[src/rtl/mul_share_pkg.sv]
// Shared constants and the round-robin pick helper for the shared-multiplier arbiter.
package mul_share_pkg;

    localparam int MUL_W   = 8;
    localparam int PROD_W  = 16;
    localparam int MAX_REQ = 8;

    typedef struct packed {
        logic       found;
        logic [2:0] idx;
    } rr_pick_t;

    // First set bit of valid at or after ptr, wrapping within the low n bits.
    function automatic rr_pick_t rr_pick(input logic [MAX_REQ-1:0] valid,
                                         input logic [2:0]         ptr,
                                         input logic [3:0]         n);
        rr_pick_t   r;
        logic [3:0] idx;
        r.found = 1'b0;
        r.idx   = '0;
        for (int k = 0; k < MAX_REQ; k++) begin
            idx = {1'b0, ptr} + 4'(k);
            if (idx >= n) begin
                idx = idx - n;
            end
            if ((4'(k) < n) && !r.found && valid[idx[2:0]]) begin
                r.found = 1'b1;
                r.idx   = idx[2:0];
            end
        end
        return r;
    endfunction

endpackage

[src/rtl/mul8_pipe.sv]
// Two-stage enabled 8x8 unsigned multiplier carrying a valid/id sideband.
module mul8_pipe
    import mul_share_pkg::*;
#(
    parameter int IDW = 2
) (
    input  logic              clk,
    input  logic              reset,
    input  logic              en,
    input  logic              in_v,
    input  logic [IDW-1:0]    in_id,
    input  logic [MUL_W-1:0]  in_a,
    input  logic [MUL_W-1:0]  in_b,
    output logic              out_v,
    output logic [IDW-1:0]    out_id,
    output logic [PROD_W-1:0] out_p,
    output logic              busy
);

    logic              v1_q, v1_d;
    logic [IDW-1:0]    id1_q, id1_d;
    logic [MUL_W-1:0]  a1_q, a1_d;
    logic [MUL_W-1:0]  b1_q, b1_d;
    logic              v2_q, v2_d;
    logic [IDW-1:0]    id2_q, id2_d;
    logic [PROD_W-1:0] p2_q, p2_d;

    always_comb begin
        v1_d  = v1_q;
        id1_d = id1_q;
        a1_d  = a1_q;
        b1_d  = b1_q;
        v2_d  = v2_q;
        id2_d = id2_q;
        p2_d  = p2_q;
        if (en) begin
            // A bubble only clears v1; operand registers keep their old contents.
            v1_d = in_v;
            if (in_v) begin
                id1_d = in_id;
                a1_d  = in_a;
                b1_d  = in_b;
            end
            v2_d  = v1_q;
            id2_d = id1_q;
            p2_d  = PROD_W'(a1_q) * PROD_W'(b1_q);
        end
    end

    always_ff @(posedge clk) begin
        if (reset) begin
            v1_q  <= 1'b0;
            id1_q <= '0;
            a1_q  <= '0;
            b1_q  <= '0;
            v2_q  <= 1'b0;
            id2_q <= '0;
            p2_q  <= '0;
        end else begin
            v1_q  <= v1_d;
            id1_q <= id1_d;
            a1_q  <= a1_d;
            b1_q  <= b1_d;
            v2_q  <= v2_d;
            id2_q <= id2_d;
            p2_q  <= p2_d;
        end
    end

    assign out_v  = v2_q;
    assign out_id = id2_q;
    assign out_p  = p2_q;
    assign busy   = v1_q | v2_q;

endmodule

[src/rtl/mul_share_arbiter.sv]
// Round-robin arbiter sharing one pipelined 8x8 multiplier among NREQ requesters.
module mul_share_arbiter
    import mul_share_pkg::*;
#(
    parameter int NREQ = 4,
    parameter int IDW  = 2
) (
    input  logic                  clk,
    input  logic                  reset,
    input  logic                  ena,
    input  logic [NREQ-1:0]       req_valid,
    input  logic [NREQ*MUL_W-1:0] req_a,
    input  logic [NREQ*MUL_W-1:0] req_b,
    output logic [NREQ-1:0]       req_ready,
    output logic                  rsp_valid,
    output logic [IDW-1:0]        rsp_id,
    output logic [PROD_W-1:0]     rsp_p,
    input  logic                  rsp_ready,
    output logic                  busy
);

    logic             adv;
    logic             grant_en;
    rr_pick_t         pick;
    logic [IDW-1:0]   rr_q, rr_d;
    logic [IDW-1:0]   grant_id;
    logic [MUL_W-1:0] a_sel, b_sel;

    // The whole pipeline freezes only when a response is stuck at the output.
    assign adv      = !rsp_valid | rsp_ready;
    assign pick     = rr_pick(MAX_REQ'(req_valid), 3'(rr_q), 4'(NREQ));
    assign grant_en = !reset & ena & adv & pick.found;

    genvar gi;
    generate
        for (gi = 0; gi < NREQ; gi++) begin : g_ready
            assign req_ready[gi] = grant_en & (pick.idx == 3'(gi));
        end
    endgenerate

    always_comb begin
        grant_id = '0;
        a_sel    = '0;
        b_sel    = '0;
        for (int i = 0; i < NREQ; i++) begin
            if (req_ready[i]) begin
                grant_id = IDW'(i);
                a_sel    = req_a[MUL_W*i +: MUL_W];
                b_sel    = req_b[MUL_W*i +: MUL_W];
            end
        end
    end

    always_comb begin
        rr_d = rr_q;
        if (grant_en) begin
            rr_d = (grant_id == IDW'(NREQ-1)) ? '0 : grant_id + IDW'(1);
        end
    end

    always_ff @(posedge clk) begin
        if (reset) begin
            rr_q <= '0;
        end else begin
            rr_q <= rr_d;
        end
    end

    mul8_pipe #(
        .IDW(IDW)
    ) u_pipe (
        .clk   (clk),
        .reset (reset),
        .en    (adv),
        .in_v  (grant_en),
        .in_id (grant_id),
        .in_a  (a_sel),
        .in_b  (b_sel),
        .out_v (rsp_valid),
        .out_id(rsp_id),
        .out_p (rsp_p),
        .busy  (busy)
    );

endmodule

[config.mk]
export PLATFORM = sky130hd
export DESIGN_NAME = mul_share_arbiter
export DESIGN_NICKNAME = d
export VERILOG_FILES = /design/src/rtl/mul_share_pkg.sv /design/src/rtl/mul8_pipe.sv /design/src/rtl/mul_share_arbiter.sv
export SDC_FILE = /design/constraint.sdc
export NUM_CORES = 1
export LEC_CHECK = 0
export ABC_AREA = 0
export ABC_CLOCK_PERIOD_IN_PS = 10700
export CAP_MARGIN = 20
export CORE_MARGIN = 10
export CORE_UTILIZATION = 29
export CTS_CLUSTER_SIZE = 28
export DETAILED_ROUTE_END_ITERATION = 6
export MAX_ROUTING_LAYER = met4
export PLACE_DENSITY = 0.62
export SYNTH_ARGS = -nofsm -noshare
export SYNTH_HDL_FRONTEND = slang
export SYNTH_SLANG_ARGS = --single-unit
[constraint.sdc]
create_clock -name clk -period 10.7 [get_ports clk]
set_clock_uncertainty 0.05 [all_clocks]
set_input_delay 1.07 -clock clk [delete_from_list [all_inputs] [get_ports clk]]
set_output_delay 1.07 -clock clk [all_outputs]
set_load 0.02 [all_outputs]
# Word-level counts from Yosys, hierarchy flattened
# Cells that the tools add are included.
dict set report word_totals {
  regBits 40
  latch_bits 0
  ramBits 0
  rom_bits 0
  output_inout_bits 24
  memories 0
}
dict set report classes {
  addsub 8
  n_mul 1
  div_mod_pow 0
  order_cmp 8
  n_eq_ne 4
  shifts 0
  n_mux 28
  bitwise_logic 9
  reduce_logical 10
}
# cell count
set op_table {}
lappend op_table {{two-way mux 8 bit} 8}
lappend op_table {{less-than comparator 3 x 4 -> 1 bit, second input constant} 4}
lappend op_table {{multiplier 8 x 8 -> 16 bit} 1}
lappend op_table {{two-way mux 4 bit} 4}
lappend op_table {{binary-select mux 1 bit (select 3 bit)} 4}
lappend op_table {{two-way mux 3 bit} 4}
lappend op_table {{>= comparator 3 bit, second input constant} 3}
lappend op_table {{subtractor 3 bit, second input constant} 3}
lappend op_table {{AND 1 bit} 7}
lappend op_table {{adder 2 x 2 -> 3 bit, second input constant} 2}
lappend op_table {{== test 3 x 2 -> 1 bit, second input constant} 2}
lappend op_table {{two-way mux 2 bit} 3}
lappend op_table {{zero test 1 bit} 5}
lappend op_table {{two-way mux 1 bit} 5}
lappend op_table {{adder 2 x 1 -> 3 bit, second input constant} 1}
lappend op_table {{== test 3 x 1 -> 1 bit, second input constant} 1}
lappend op_table {{>= comparator 2 x 3 -> 1 bit, second input constant} 1}
lappend op_table {{logical AND 1 bit} 3}
lappend op_table {{zero test 3 bit} 1}
lappend op_table {{subtractor 2 x 3 -> 3 bit, second input constant} 1}
lappend op_table {{adder 2 x 1 -> 2 bit, second input constant} 1}
lappend op_table {{== test 2 bit, second input constant} 1}
lappend op_table {{bitwise OR 1 bit} 2}
lappend op_table {{AND reduction 2 bit} 1}

# Depth between registers and ports, before layout
# Gate-level depths: netlist of the first run.
dict set report logic_depth {
  depth_word 21
  ltp_mapped 16
  mapped_depth_nobuf 16
}

# Hierarchy
# A second synthesis of the first run with hierarchy kept.
dict set report hier_totals {
  hier_cells 513
  hier_area_um2 4451.8
}
# mod instances cells_per_inst area_each_um2
set modules_own_cells {}
lappend modules_own_cells {mul8_pipe 1 403 3454.6}
lappend modules_own_cells {mul_share_arbiter 1 110 997.2}

# Worst setup path after synthesis of the first run
# Ideal clock, no wire load.
dict set report synth_path {
  path_kind {flip-flop to flip-flop}
  from {register u_pipe.b1_q[7]}
  to {register u_pipe.p2_q[15], in the netlist u_pipe.out_p[15]}
  setup_time_ns 0.091
  t_arrival_ns 4.119
  required_time_ns 10.559
  slack_ns 6.440
  stages_incl_launch_ff 14
  period_less_slack_ns 4.260
  cell_sequence {dfxtp_1 and2_1 fa_1 fa_1 fa_1 inv_1 fa_1 inv_1 ha_1 o21a_1 nor2_1 a2111oi_0 or4_1 a311oi_1}
}
dict set report synth_between {
  elab_chain_cells 1
}
# element line
set synth_lines {}
lappend synth_lines {{start: declaration} mul8_pipe.sv:23} ;# logic [MUL_W-1:0] b1_q, b1_d;
lappend synth_lines {{start signal: assignment} mul8_pipe.sv:55} ;# b1_q <= '0;
lappend synth_lines {{start signal: assignment} mul8_pipe.sv:63} ;# b1_q <= b1_d;
lappend synth_lines {{multiplier 8 x 8 -> 16 bit} mul8_pipe.sv:46} ;# p2_d = PROD_W'(a1_q) * PROD_W'(b1_q);
lappend synth_lines {{end signal: assignment} mul8_pipe.sv:66} ;# p2_q <= p2_d;
lappend synth_lines {{end: declaration} mul8_pipe.sv:26} ;# logic [PROD_W-1:0] p2_q, p2_d;
# Every way passes these cells.
# A chain may end at the register's enable or synchronous reset.

# Worst setup path in the final report of the first run
dict set report layout_path {
  from {input req_valid[0]}
  to {output req_ready[1]}
}
dict set report layout_between {
  elab_chain_cells 14
  word_cells_on_any_way 21
}
# element line
set layout_lines {}
lappend layout_lines {{start: declaration} mul_share_arbiter.sv:11} ;# input logic [NREQ-1:0] req_valid,
lappend layout_lines {{binary-select mux 1 bit (select 3 bit)} mul_share_pkg.sv:26} ;# if ((4'(k) < n) && !r.found && valid[idx[2:0]]) begin
lappend layout_lines {{two-way mux 1 bit (not written as such)} mul_share_pkg.sv:26}
lappend layout_lines {{two-way mux 4 bit} mul_share_pkg.sv:26}
lappend layout_lines {{zero test 1 bit} mul_share_pkg.sv:26}
lappend layout_lines {{logical AND 1 bit} mul_share_pkg.sv:26}
lappend layout_lines {{two-way mux 4 bit} mul_share_pkg.sv:26}
lappend layout_lines {{zero test 1 bit} mul_share_pkg.sv:26}
lappend layout_lines {{logical AND 1 bit} mul_share_pkg.sv:26}
lappend layout_lines {{two-way mux 4 bit} mul_share_pkg.sv:26}
lappend layout_lines {{zero test 1 bit} mul_share_pkg.sv:26}
lappend layout_lines {{logical AND 1 bit} mul_share_pkg.sv:26}
lappend layout_lines {{two-way mux 4 bit (*)} mul_share_pkg.sv:26}
lappend layout_lines {{== test 3 x 1 -> 1 bit or AND 1 bit (tied branches)} {mul_share_arbiter.sv:37, mul_share_arbiter.sv:32}}
lappend layout_lines {{AND 1 bit (*)} mul_share_arbiter.sv:37} ;# assign req_ready[gi] = grant_en & (pick.idx == 3'(gi));
lappend layout_lines {{end: declaration} mul_share_arbiter.sv:14} ;# output logic [NREQ-1:0] req_ready,
# Mark *: on every way between the ends. The rest lies on a longest branch, timed or not. The select of a mux whose other input is x is not followed.

==> flow_metrics.py, run 1 <==
metrics = {
    "outcome": {
        "status": "finished clean",
    },
    "synthesis": {
        "yosysWarnings": 0,
        "syn-num-nets": 617,
        "yosysMostFrequentCell": "and2_1",
        "synthFlopType": "dfxtp_1",
        "synthArstFlopShare_pct": 0,
        "synth_top_cell_by_area": "dfxtp_1",
        "synthTopCellsByCount": "and2_1, inv_1, nand2_1",
        "syn_area_um2": 4370,
        "yosys-top-cells-area": "dfxtp_1, fa_1, ha_1, mux2i_1, and2_1",
        "netlist_instances": 470,
        "synth.distinct_cells": 57,
        "ys_seq_area_share_pct": 18.3,
        "synth_top_area_share_pct": 18.3,
        "synth-seq-cells": 40,
        "synth-edff-count": 0,
        "synth.avg_cell_area_um2": 9.30,
    },
    "detailed_routing": {
        "drcViolationCount": 0,
        "final_antenna_net_count": 0,
        "totalWireLength_um": 11500,
        "dr.pass1.iters": 4,
        "detail_route.vias_per_cell": 4.86,
        "detail_route.wl_per_cell_um": 15.5,
        "dr_total_vias": 3599,
        "dr.first_iter.drc_count": 173,
    },
    "sta": {
        "tns_ns": 0,
        "timing.final.setup_violations": 0,
        "min_period_ns": 5.44,
        "rsz0062_at_grt": "false",
        "worst_slack_ns": 5.26,
        "drv_slew": 0,
        "period_share_pct": 50.9,
        "max_freq_mhz": 184,
        "hold_viol": 0,
        "tightestPinTransition_ns": 1.01,
        "maxSlewHeadroom_pct": 31.2,
    },
    "place": {
        "dpl.hpwl_um": 9310,
        "gp_congestion": 0.832,
        "dp.cells": 731,
        "place_ws_ns": 5.21,
        "portBuffers": 95,
    },
    "finish": {
        "area_growth_pct": 28.5,
        "finalNonFillerCells": 740,
        "drive_gt1_share_pct": 5.58,
        "n_antenna_cell": 0,
        "fin_nets": 702,
        "fillCellCount": 1468,
    },
    "die": {
        "die_h_um": 143,
        "start_util_pct": 29.8,
        "die-area_um2": 20400,
        "std_cell_rows": 44,
        "fp.dieW_um": 143,
        "io_pins": 96,
        "core_area_um2": 14600,
    },
    "pwr": {
        "power_density_nw_per_um2": 172,
        "p_switching_w": 0.000409,
        "leakage_nw": 2.45,
        "p_clk_share_pct": 17.8,
        "combinationalPowerShare_pct": 54.9,
        "switching_share_pct": 42.5,
        "ir_worst_vdd_uv": 69.4,
        "internal-power_w": 0.000555,
        "seq_power_share_pct": 27.3,
    },
    "clock_network": {
        "root_buffer": "clkbuf_16",
        "clk_pin_slew_worst_paths_ns": 0.06,
        "post_cts_buffers": 0,
        "numCtsBuffers": 5,
        "htree_levels": 2,
        "clkLatencyLatePin_ns": 0.29,
        "cts-resized-gates": 0,
        "cts_hold_buffers": 0,
        "cts_sinks": 40,
        "tritoncts": "built",
        "cts_max_path_buffers": 2,
    },
    "setup_path": {
        "path_delay_family": "buffers and inverters",
        "r2r-start": "u_pipe.a1_q[0]$_SDFFE_PP0P_",
        "slowest_delay_ns": 0.80,
        "cp_common_cell": "clkdlybuf4s50_1",
        "path_class": "in -> out",
        "worst-path-buf-inv": 2,
        "end_kind": "output port",
        "cp.arrival_ns": 4.32,
        "worstSetupStartpoint": "req_valid[0]",
        "startpoint_type": "input pin",
        "required_ns": 9.58,
        "cp_slowest_cell": "a22oi_2",
        "cp_max_fo": 14,
        "crit_chain": "clkdlybuf4s50_1 -> mux4_2 -> nand3b_1 -> a22oi_2 -> nand2_4 -> nor2_1 -> clkdlybuf4s50_1",
    },
    "global_routing": {
        "grt_pass1_wl_um": 19000,
        "grt_usage_pct": 11.6,
        "grt_pass1_vias": 3882,
        "grt_start_max_net_pins": 39,
        "grt_overflow_total": 0,
        "antenna_found_initial": 0,
    },
    "worst_hold_path": {
        "min_from": "u_pipe.out_p[2]$_SDFFE_PP0N_",
        "hold_path_class": "reg -> reg",
    },
    "run": {
        "drv_cap": 0,
    },
}
==> layout by cell type (no fill, tap or decap), types with 3 or more instances in the layout <==
cell,count
and2_1,52
nand3b_1,10
nor2_1,18
a21oi_1,14
nand2_1,43
nand3_1,6
dfxtp_1,40
xnor2_1,3
o221ai_1,4
a2111oi_0,3
mux4_2,3
o221ai_2,7
nor2b_1,4
ha_1,39
clkdlybuf4s50_1,95
or3_1,3
buf_4,4
nor3_1,10
mux2i_1,39
o21a_1,7
a22o_1,6
nor3b_1,3
o21ai_0,7
clkbuf_16,5
fa_1,36
a21o_1,4
inv_1,50
a211oi_1,4
==> registers in the layout, summed over array words and instances, names as in the netlist <==
register       count
u_pipe.v1_q        1
u_pipe.a1_q        8
rr_q               2
u_pipe.out_id      2
u_pipe.out_v       1
u_pipe.id1_q       2
u_pipe.out_p      16
u_pipe.b1_q        8
==> worst reg2reg max path: cells and delay by family, from the launching register on <==
kind	cells	cell delay [ns]
and+or+nand+nor	1	0.13
DFF	1	0.51
adders and majority gates	5	2.37
xor gates and xnor gates	1	0.19
AOI/OAI and AO/OA	3	1.34
buffers and inverters	3	0.17
==> power groups by stage <==
| stage | sequential (W) | clock (W) | combinational [W] |
|---|---|---|---|
| 6_report | 0.000263 | 0.000171 | 0.000530 |
| 3_3_place_gp | 0.000266 | 0 | 0.000528 |
| 5_1_grt | 0.000272 | 0.000181 | 0.000595 |
| 4_1_cts | 0.000263 | 0.000176 | 0.000541 |
| 3_5_place_dp | 0.000265 | 0 | 0.000537 |
| 2_1_floorplan | 0.000249 | 0 | 0.000397 |
==> per-layer routing <==
layer | part of all wire [%] | GRT usage (%)
met3 | 3.8 | 2.06
met1 | 43 | 13.4
met4 | 0.66 | 2.23
met5 | 0 | -
met2 | 52 | 20.6
==> worst paths after layout <==
kind | end | slack [ns] | depth (start not counted)
worst max-delay path | req_ready[1] | 5.26 | 7
worst min-delay path | u_pipe.out_p[2]$_SDFFE_PP0N_ | 0.41 | 2
worst min register to register | u_pipe.out_p[2]$_SDFFE_PP0N_ | 0.41 | 2
worst max register to register | u_pipe.out_p[14]$_SDFFE_PP0N_ | 5.85 | 13
==> final cells by class <==
| type | count | area [um2] | share of cell area (%) |
|---|---|---|---|
| clock buffer | 6 | 129 | 2.30 |
| clock inverter | 2 | 35.0 | 0.624 |
| inverter | 50 | 188 | 3.34 |
| multi-input combinational | 359 | 3250 | 57.9 |
| sequential | 40 | 801 | 14.3 |
| tap | 184 | 230 | 4.10 |
| timing repair buffer | 99 | 981 | 17.5 |
==> through the flow <==
step / instance area [um2] / power, W / hold slack (ns) / util (%)
CTS: 5610 / 0.000980 / 0.405 / 38.3
finish: 5610 / 0.000964 / 0.406 / 38.3
global route: 5610 / 0.00105 / 0.431 / 38.3
global placement: 5440 / 0.000794 / 0.399 / 37.2
floorplan: 4370 / 0.000646 / 0.386 / -
detailed placement: 5440 / 0.000802 / 0.395 / 37.2
==> cells by family (layout without fill, tap and decap cells) <==
family | after synthesis | count (layout) | synth area share, %
adders and majority gates | 75 | 75 | 27.7
and+or+nand+nor | 161 | 161 | 19.9
xor gates and xnor gates | 4 | 4 | 0.802
DFF | 40 | 40 | 18.3
muxes | 45 | 45 | 11.6
AOI/OAI and AO/OA | 74 | 74 | 14.3
buffers and inverters | 71 | 157 | 7.33
Note: power is estimated with default switching activity, not from simulation.
==> run 2: changes to the inputs <==
ABC_CLOCK_PERIOD_IN_PS = 5200   (was 10700)
clock period = 5.2 ns   (was 10.7 ns; I/O delays follow)
==> flow_metrics.py, run 2 (synthesized netlist as in run 1, its figures left out) <==
metrics = {
    "sta": {
        "drv_slew": 0,
        "tns_ns": 0,
        "period_share_pct": 89.5,
        "maxSlewHeadroom_pct": 45.8,
        "worst_slack_ns": 0.543,
        "rsz0062_at_grt": "false",
        "hold_viol": 0,
        "timing.final.setup_violations": 0,
        "tightestPinTransition_ns": 0.813,
        "max_freq_mhz": 215,
        "min_period_ns": 4.66,
    },
    "detailed_routing": {
        "final_antenna_net_count": 0,
        "detail_route.wl_per_cell_um": 15.5,
        "dr.pass1.iters": 4,
        "totalWireLength_um": 11500,
        "detail_route.vias_per_cell": 4.97,
        "drcViolationCount": 0,
        "dr_total_vias": 3692,
        "dr.first_iter.drc_count": 198,
    },
    "finish": {
        "stdcell_area_um2": 5660,
        "area_growth_pct": 29.4,
        "n_antenna_cell": 0,
        "drive_gt1_share_pct": 6.26,
        "fin_nets": 705,
        "mostFrequentLayoutCell": "clkdlybuf4s50_1",
        "largest_register_ffs": 16,
        "final_cell_mix": "clkdlybuf4s50_1, and2_1, inv_1, nand2_1, dfxtp_1",
    },
    "global_routing": {
        "grt_pass1_wl_um": 19400,
        "antenna_found_initial": 0,
        "grt_start_max_net_pins": 39,
        "grt_overflow_total": 0,
        "grt_usage_pct": 11.7,
        "grt_pass1_vias": 3914,
    },
    "clock_network": {
        "tritoncts": "built",
        "htree_levels": 2,
        "clk_pin_slew_worst_paths_ns": 0.06,
        "cts_sinks": 40,
        "numCtsBuffers": 5,
        "root_buffer": "clkbuf_16",
        "cts-resized-gates": 0,
        "cts_max_path_buffers": 2,
        "cts_hold_buffers": 0,
        "clkLatencyLatePin_ns": 0.28,
        "post_cts_buffers": 0,
    },
    "worst_hold_path": {
        "hold_path_class": "reg -> reg",
        "min_from": "u_pipe.out_id[1]$_SDFFE_PP0N_",
    },
    "setup_path": {
        "slowest_delay_ns": 0.79,
        "worstSetupStartpoint": "rr_q[0]$_SDFFE_PP0P_",
        "cp_max_fo": 14,
        "worst-path-buf-inv": 2,
        "startpoint_type": "flop",
        "cp_slowest_cell": "a2111oi_4",
        "cp.arrival_ns": 4.09,
        "required_ns": 4.63,
        "end_kind": "output port",
        "r2r-start": "u_pipe.b1_q[4]$_SDFFE_PP0P_",
        "path_delay_family": "compound AO/OA/AOI/OAI gates",
        "path_class": "reg -> out",
        "crit_chain": "inv_1 -> ha_1 -> mux4_1 -> a21oi_2 -> a31o_1 -> a2111oi_4 -> nand2_4 -> nor2_1 -> clkdlybuf4s50_1",
    },
    "place": {
        "place_ws_ns": 0.594,
        "dpl.hpwl_um": 9390,
        "place_area_um2": 5470,
        "gp_congestion": 0.846,
        "portBuffers": 95,
    },
    "die": {
        "fp.dieW_um": 143,
        "std_cell_rows": 44,
        "core_area_um2": 14600,
        "die_h_um": 143,
        "start_util_pct": 29.8,
        "io_pins": 96,
        "die-area_um2": 20400,
    },
    "pwr": {
        "power_density_nw_per_um2": 356,
        "ir_worst_vdd_uv": 150,
        "power_w": 0.00201,
        "leakage_nw": 2.48,
    },
    "run": {
        "drv_cap": 0,
    },
    "outcome": {
        "status": "finished clean",
    },
}
-- run 2: cell count changes in the layout (fill, tap and decap cells not counted), sizes merged --
cell    before  now
buf          4    7
clkbuf       6    7
clkinv       1    0
-- run 2: power by group --
| group | total (W) | internal (W) | switching (W) | leakage (nW) |
|---|---|---|---|---|
| logic | 0.00110 | 0.000531 | 0.000570 | 2.06 |
| registers | 0.000538 | 0.000393 | 0.000146 | 0.328 |
| clock network | 0.000375 | 0.000253 | 0.000122 | 0.0901 |
-- run 2: worst paths after layout --
| kind | depth (start not counted) | slack, ns | endpoint |
|---|---|---|---|
| setup / recovery | 9 | 0.54 | req_ready[1] |
| hold / removal | 2 | 0.41 | u_pipe.out_id[1]$_SDFFE_PP0N_ |
| setup reg to reg | 13 | 0.62 | u_pipe.out_p[15]$_SDFFE_PP0N_ |
| hold reg to reg | 2 | 0.41 | u_pipe.out_id[1]$_SDFFE_PP0N_ |
-- run 2: cell type report --
cell class	instances	area, um2
Inverter	50	188
Clock buffer	7	153
Sequential cell	40	801
Fill cell	1484	8990
Clock inverter	1	30.0
Multi-Input combinational cell	359	3250
Tap cell	184	230
Timing Repair Buffer	102	1000
-- run 2: stage by stage --
stage / hold WS (ns) / instances / utilization [%]
finish: 0.408 / 743 / 38.6
global route: 0.433 / 743 / 38.6
CTS: 0.410 / 743 / 38.6
detailed placement: 0.400 / 735 / 37.4
global placement: 0.397 / 735 / 37.4
floorplan: 0.386 / 470 / -
-- run 2: per-layer routing --
metal	GRT usage, %	wire (um)
met1	13.9	4950
met2	20.4	5920
met3	2.26	561
met4	1.68	117
met5	-	0
-- run 2: worst min-delay path: stages, from the launching register on --
cell     delay [ns]
dfxtp_1        0.31
nand2_1        0.05
a21oi_1        0.05
